File: src/rtl/fp_addsub_arbiter_if.sv
// Client-side bus of fp_addsub_arbiter.
//   req_valid/req_ready : per-requester handshake, transfer on valid & ready
//   req_a/req_b         : 32-bit operands, slice i = [32*i+31:32*i]
//   req_op              : per-requester operation, 0 = add, 1 = subtract
//   rsp_valid           : one-cycle pulse to the requester that owns the result
//   rsp_result/rsp_flags: shared result and flags {OVF,UNF,DBZ,INV,INX}
// master = compute clients, slave = arbiter.
interface fp_addsub_arbiter_if #(
  parameter int NUM_REQ = 4
);
  logic [NUM_REQ-1:0]    req_valid;
  logic [NUM_REQ-1:0]    req_ready;
  logic [32*NUM_REQ-1:0] req_a;
  logic [32*NUM_REQ-1:0] req_b;
  logic [NUM_REQ-1:0]    req_op;
  logic [NUM_REQ-1:0]    rsp_valid;
  logic [31:0]           rsp_result;
  logic [4:0]            rsp_flags;

  modport master (
    output req_valid, req_a, req_b, req_op,
    input  req_ready, rsp_valid, rsp_result, rsp_flags
  );

  modport slave (
    input  req_valid, req_a, req_b, req_op,
    output req_ready, rsp_valid, rsp_result, rsp_flags
  );
endinterface

File: src/rtl/fp_addsub_arbiter.sv
// fp_addsub_arbiter: shares one pipelined FPAddSub unit (no stall input)
// between NUM_REQ requesters.
//   clk        : rising-edge clock
//   rst        : asynchronous active-low reset
//   bus        : client bus (slave modport), request handshake/operands and
//                tagged response pulses
//   fpu_a/b/op : operands and operation to the FPU, zero when nothing issues
//   fpu_result : FPU result, LATENCY clocks after its operands
//   fpu_flags  : FPU flags {OVF,UNF,DBZ,INV,INX}
//   busy       : any issued operation still in flight
// Round-robin grant, one issue per clock, requester id carried down a tag
// pipe matched to the FPU latency, per-requester outstanding limit.
// Build option FPARB_FIXED_PRIO_EN: requester 0 gets strict priority and its
// grants do not move the round-robin pointer.
module fp_addsub_arbiter #(
  parameter int NUM_REQ   = 4,
  parameter int LATENCY   = 10,
  parameter int OUTST_MAX = 4
) (
  input  logic                clk,
  input  logic                rst,
  fp_addsub_arbiter_if.slave  bus,
  output logic [31:0]         fpu_a,
  output logic [31:0]         fpu_b,
  output logic                fpu_op,
  input  logic [31:0]         fpu_result,
  input  logic [4:0]          fpu_flags,
  output logic                busy
);

  localparam int unsigned NR    = NUM_REQ;
  localparam int unsigned LAT   = LATENCY;
  localparam int          ID_W  = 3;
  localparam int          CNT_W = 4;

  logic [ID_W-1:0]  rr_ptr;
  logic [CNT_W-1:0] cnt [NUM_REQ];
  logic [LAT-1:0]   tag_vld;
  logic [ID_W-1:0]  tag_id [LATENCY];

  logic [NR-1:0]    elig;
  logic             grant_any;
  logic [ID_W-1:0]  grant_id;
  logic [ID_W-1:0]  rr_next;
  logic             last_vld;
  logic [ID_W-1:0]  last_id;

  assign last_vld = tag_vld[LAT-1];
  assign last_id  = tag_id[LAT-1];

  // Eligibility uses the registered count, so a same-cycle response only
  // re-enables a saturated requester from the next cycle. Gating with rst
  // keeps every grant-derived output at zero while reset is held.
  always_comb begin
    elig = '0;
    for (int unsigned i = 0; i < NR; i++) begin
      elig[i] = rst && bus.req_valid[i] && (cnt[i] < CNT_W'(OUTST_MAX));
    end
  end

  // Wrap-around search from rr_ptr done as two ordered passes: ids at or
  // above the pointer first, then ids below it.
  always_comb begin
    grant_any = 1'b0;
    grant_id  = '0;
`ifdef FPARB_FIXED_PRIO_EN
    if (elig[0]) begin
      grant_any = 1'b1;
      grant_id  = '0;
    end
`endif
    for (int unsigned i = 0; i < NR; i++) begin
      if (!grant_any && elig[i] && (ID_W'(i) >= rr_ptr)) begin
        grant_any = 1'b1;
        grant_id  = ID_W'(i);
      end
    end
    for (int unsigned i = 0; i < NR; i++) begin
      if (!grant_any && elig[i] && (ID_W'(i) < rr_ptr)) begin
        grant_any = 1'b1;
        grant_id  = ID_W'(i);
      end
    end
  end

  always_comb begin
    rr_next = rr_ptr;
    if (grant_any) begin
      if (grant_id == ID_W'(NR - 1)) rr_next = '0;
      else                           rr_next = grant_id + 1'b1;
`ifdef FPARB_FIXED_PRIO_EN
      if (grant_id == '0) rr_next = rr_ptr;
`endif
    end
  end

  always_comb begin
    bus.req_ready = '0;
    bus.rsp_valid = '0;
    for (int unsigned i = 0; i < NR; i++) begin
      bus.req_ready[i] = grant_any && (grant_id == ID_W'(i));
      bus.rsp_valid[i] = last_vld && (last_id == ID_W'(i));
    end
  end

  always_comb begin
    fpu_a  = '0;
    fpu_b  = '0;
    fpu_op = 1'b0;
    if (grant_any) begin
      fpu_a  = bus.req_a[32*grant_id +: 32];
      fpu_b  = bus.req_b[32*grant_id +: 32];
      fpu_op = bus.req_op[grant_id];
    end
  end

  assign bus.rsp_result = fpu_result;
  assign bus.rsp_flags  = fpu_flags;
  assign busy           = |tag_vld;

  always_ff @(posedge clk or negedge rst) begin
    if (!rst) begin
      rr_ptr  <= '0;
      tag_vld <= '0;
      for (int unsigned s = 0; s < LAT; s++) tag_id[s] <= '0;
    end else begin
      rr_ptr    <= rr_next;
      tag_vld   <= {tag_vld[LAT-2:0], grant_any};
      tag_id[0] <= grant_id;
      for (int unsigned s = 1; s < LAT; s++) tag_id[s] <= tag_id[s-1];
    end
  end

  always_ff @(posedge clk or negedge rst) begin
    if (!rst) begin
      for (int unsigned i = 0; i < NR; i++) cnt[i] <= '0;
    end else begin
      for (int unsigned i = 0; i < NR; i++) begin
        case ({bus.req_ready[i], bus.rsp_valid[i]})
          2'b10:   cnt[i] <= cnt[i] + 1'b1;
          2'b01:   cnt[i] <= cnt[i] - 1'b1;
          default: cnt[i] <= cnt[i];
        endcase
      end
    end
  end

endmodule

File: src/flat_wrapper.sv
// flat-port wrapper written by rule: the top's interface ports become plain ports
module fp_addsub_arbiter_flat 
#(
  parameter int NUM_REQ   = 4,
  parameter int LATENCY   = 10,
  parameter int OUTST_MAX = 4
)
  (clk, rst, fpu_a, fpu_b, fpu_op, fpu_result, fpu_flags, busy, bus_req_valid, bus_req_a, bus_req_b, bus_req_op, bus_req_ready, bus_rsp_valid, bus_rsp_result, bus_rsp_flags);
  fp_addsub_arbiter_if #(.NUM_REQ(NUM_REQ)) bus_i ();
  input  logic clk;
  input  logic rst;
  output logic [31:0] fpu_a;
  output logic [31:0] fpu_b;
  output logic fpu_op;
  input  logic [31:0] fpu_result;
  input  logic [4:0] fpu_flags;
  output logic busy;
  input wire logic [$bits(bus_i.req_valid)-1:0] bus_req_valid;
  input wire logic [$bits(bus_i.req_a)-1:0] bus_req_a;
  input wire logic [$bits(bus_i.req_b)-1:0] bus_req_b;
  input wire logic [$bits(bus_i.req_op)-1:0] bus_req_op;
  output wire logic [$bits(bus_i.req_ready)-1:0] bus_req_ready;
  output wire logic [$bits(bus_i.rsp_valid)-1:0] bus_rsp_valid;
  output wire logic [$bits(bus_i.rsp_result)-1:0] bus_rsp_result;
  output wire logic [$bits(bus_i.rsp_flags)-1:0] bus_rsp_flags;
  assign bus_i.req_valid = bus_req_valid;
  assign bus_i.req_a = bus_req_a;
  assign bus_i.req_b = bus_req_b;
  assign bus_i.req_op = bus_req_op;
  assign bus_req_ready = bus_i.req_ready;
  assign bus_rsp_valid = bus_i.rsp_valid;
  assign bus_rsp_result = bus_i.rsp_result;
  assign bus_rsp_flags = bus_i.rsp_flags;
  fp_addsub_arbiter #(.NUM_REQ(NUM_REQ), .LATENCY(LATENCY), .OUTST_MAX(OUTST_MAX)) u_core (.clk(clk), .rst(rst), .bus(bus_i), .fpu_a(fpu_a), .fpu_b(fpu_b), .fpu_op(fpu_op), .fpu_result(fpu_result), .fpu_flags(fpu_flags), .busy(busy));
endmodule
File: config.mk
export PLATFORM = sky130hd
export DESIGN_NAME = fp_addsub_arbiter_flat
export DESIGN_NICKNAME = d
export VERILOG_FILES = /design/src/rtl/fp_addsub_arbiter_if.sv /design/src/rtl/fp_addsub_arbiter.sv /design/src/flat_wrapper.sv
export SDC_FILE = /design/constraint.sdc
export NUM_CORES = 1
export LEC_CHECK = 0
export CORE_AREA = 2 2 161 163
export DETAILED_ROUTE_END_ITERATION = 6
export DIE_AREA = 0 0 163 165
export PLACE_DENSITY = 0.52
export SLEW_MARGIN = 40
export SYNTH_ARGS = -nofsm -noshare
export SYNTH_HDL_FRONTEND = slang
export SYNTH_SLANG_ARGS = --single-unit
File: constraint.sdc
create_clock -name clk -period 5.7 [get_ports clk]
set_clock_uncertainty 0.2 [all_clocks]
set_input_delay 0.855 -clock clk [delete_from_list [all_inputs] [get_ports clk]]
set_output_delay 0.855 -clock clk [all_outputs]
set_load 0.05 [all_outputs]
==> summary.txt <==
Hold path
  • Worst Hold End: u_core.tag_id[16]
  • Hold WC Path Type: flop to flop
  • Hold Path Cell Cnt: 0
  • HP Start: u_core.tag_id[19]

Placement
  • RD Place Congestion: 0.736
  • Dpl hpwl: 18000 um
  • Placed cell area: 0.00777 mm2
  • Port Buffers: 339

Clock network
  • Clk buf depth: 2
  • Total CTS buffers: 5
  • H-Tree Depth: 2
  • Clock tree root driver cell: clkbuf_16
  • Post-CTS Resized: 0
  • Clk_lat worst skew: 0.28 ns
  • Post-CTS Hold Fix Bufs: 0
  • CTS tree: built
  • Reg clk slew, reported paths: roughly 0.060 ns
  • Clock Sinks: 48
  • Postcts setup bufs: 0

Synthesis
  • Synth unique cells: between 40 and 50
  • EDFF count, synth: 0
  • Asr flop ratio synth: 1.00
  • Main synth FF type: dfrtp_1
  • Xor/xnor cell area share of the yosys netlist: 0.0378
  • Synth cell count leaders: 131 x mux2i_1, 67 x o22ai_1, 48 x dfrtp_1
  • Largest area contributor in the synthesized netlist: mux2i_1
  • Avg Cell Area, Syn: between 10 and 15 um2
  • Yosys warns: 0
  • Mux cell area share after synthesis: 0.308
  • Instance count of the mapped netlist: 431
  • Post-Syn Area: 0.00440 mm2
  • Largest family of logic cells by synthesized area: multiplexers
  • Synth Area in Compound Gates: 0.130
  • Seq/Total Area, Yosys: 0.273
  • Synth area leaders: mux2i_1 30%, dfrtp_1 27%, o22ai_1 9.5%, buf_4 6.3%, ha_1 4.6%
  • Synth Area in Adders: 0.0501
  • Post-synthesis register bit count: 48
  • Mapped Nets: 751
  • Synth Area in Simple Gates: 0.0637
  • Area share of the largest cell type after synthesis: 0.298
  • Most frequent cell after synthesis: mux2i_1

STA
  • Relative slew margins: 0.614
  • Worst slew pin tran: a little under 0.6 ns
  • Post-route minimum period: 4.81 ns
  • Slew Limit Fails: 0
  • Final hold vios: 0
  • RSZ-0062 raised after global routing: no
  • Final Cycle Share: 0.843
  • Final setup viols: 0
  • Setup_tns: 0 ns
  • Upper clock frequency limit: 208 MHz

Cells and area
  • Area Overhead vs Synth: 80.1%
  • # nets final: 1041
  • Share of cells above drive strength 1: 0.0457
  • Post-route cell area: 0.00792 mm2
  • Antenna Cells: 0
  • # fillers: between 2000 and 3000

Worst setup path
  • CP required: 4.64 ns
  • Cells on worst reg2reg path: 14
  • Reg-to-Reg End: u_core.cnt[10]
  • CP max FO: 32
  • Buf/Inv on CP: 4
  • Delay of the slowest critical-path stage: 0.85 ns
  • Reg2reg setup slack: between 2 and 2.5 ns
  • Crit path cell chain: clkdlybuf4s50_1 -> nor4b_1 -> a21boi_1 -> o22ai_4 -> buf_12 -> buf_12 -> mux2i_1 -> o22ai_1 -> clkdlybuf4s50_1
  • Crit end category: primary output
  • Critical Path Start Type: input port
  • Worst r2r src: u_core.rr_ptr[1]
  • Kind of critical path: input port to primary output
  • Crit-path slowest cell: clkdlybuf4s50_1
  • Critical Path AT: 3.75 ns
  • Critical path's top delay family: buffers and inverters

Global routing
  • Pin count of the biggest net entering global routing: 45
  • Initial antenna violation count: 0
  • Global-route wire length before repair: about 27000 um
  • Grt ovf: 0
  • Vias in the first global route: 4254
  • GRT Overall Usage: 0.140

Job
  • Maxcap violations: 0

Detailed routing
  • Iter 0 DRT Violations: 124
  • Final WL: roughly 21000 um
  • TritonRoute pass-1 iters: 4
  • Vias/cell: 4.18
  • Routed WL per cell: 19.9 um
  • Post-DRT Antenna Nets: 0
  • DRC viols: 0
  • DR vias: 4396

Pwr
  • Power per cell area: between 400 and 500 mW/mm2
  • Maximum vdd drop: 0.216 mV
  • Leakage Power: 0.00372 uW

Die
  • Core Area: 0.0250 mm2
  • Rows: 58
  • Total Die Area: 0.0269 mm2
  • Starting density of the core: 0.176
  • Top Ports: roughly 410
  • Width of the die: about 160 um
  • Die H: between 150 and 200 um

Status
  • Status: finished, final reports clean
[routing by layer]
| metal | part of all wire | GRT usage | vias up |
|---|---|---|---|
| met4 | 0.0084 | 0.0217 | 0 |
| met3 | 0.15 | 0.0949 | 12 |
| met5 | 0 | 0 | - |
| li1 | - | - | 2152 |
| met1 | 0.37 | 0.158 | 2025 |
| met2 | 0.47 | 0.223 | 207 |
[per-stage QoR]
step | setup WS [ns] | instances | utilization | hold slack, ns | total power (uW)
after floorplan | 1.99 | 431 | - | 0.131 | 2540
after CTS | 0.872 | 1052 | 0.316 | 0.147 | 3670
after detailed placement | 0.896 | 1044 | 0.310 | 0.135 | 3350
after global routing | 0.756 | 1052 | 0.316 | 0.151 | 3820
after global placement | 0.953 | 1044 | 0.310 | 0.131 | 3350
final | 0.893 | 1052 | 0.316 | 0.146 | 3620
[sequential cells by signal, indices dropped and copies added, names as in the netlist]
name,count
u_core.tag_vld,10
u_core.last_id,2
u_core.cnt,16
u_core.rr_ptr,2
u_core.tag_id,18
[placed cells by master (no fill, tap or decap), types with 4 or more instances in the layout]
master           instances
buf_4                   15
a21oi_1                  8
clkdlybuf4s50_1        332
nand3b_1                 4
dfrtp_1                 48
nor2_1                   8
nor2b_1                  4
mux2i_1                131
o22ai_1                 66
o21ai_0                  5
nand4bb_1                4
inv_1                    9
clkbuf_16                5
xnor2_1                  5
xor2_1                  14
ha_1                    16
nand2_1                 10
[worst max-delay path by stage]
| stage | slack [ns] | startpoint | end | depth (start not counted) |
|---|---|---|---|---|
| CTS | 0.87 | bus_req_valid[2] | fpu_a[2] | 9 |
| finish | 0.89 | bus_req_valid[2] | fpu_a[2] | 9 |
| global route | 0.76 | bus_req_valid[2] | fpu_a[2] | 9 |
| floorplan | 1.99 | rst | fpu_a[0] | 8 |
| detailed placement | 0.90 | bus_req_valid[2] | fpu_a[2] | 9 |
| global placement | 0.95 | bus_req_valid[0] | fpu_a[2] | 9 |
[layout make-up]
class	count	area, um2	share of cell area
flip-flops and latches	48	1200	0.152
clock buffers	6	139	0.0175
inverters	9	33.8	0.00427
multi-input cells	306	2620	0.331
clock inverters	2	13.8	0.00174
well taps	330	413	0.0521
repair buffers	351	3500	0.442
[where the power goes]
| part | internal [uW] | switching, uW | leakage (uW) |
|---|---|---|---|
| clock | 175 | 120 | 0.0000772 |
| combinational | 1060 | 1650 | 0.00305 |
| sequential | 498 | 119 | 0.000600 |
| total | 1730 | 1890 | 0.00372 |
[kinds of logic after synthesis]
kind of cell / count (synthesis)
compound gates: 91
xor+xnor: 19
fa+ha+maj: 17
buf+inv: 77
flops: 48
mux: 135
simple gates: 44
[worst reg2reg max path, delay by kind of cell, from the launching register on]
kind | cells | cell delay [ns]
AOI/OAI and AO/OA | 3 | 0.50
xor gates and xnor gates | 3 | 0.42
buffers and inverters | 2 | 0.47
DFF | 1 | 0.50
and+or+nand+nor | 3 | 0.61
adders and majority gates | 3 | 0.67
No activity file was read; power rests on OpenSTA's default activity.
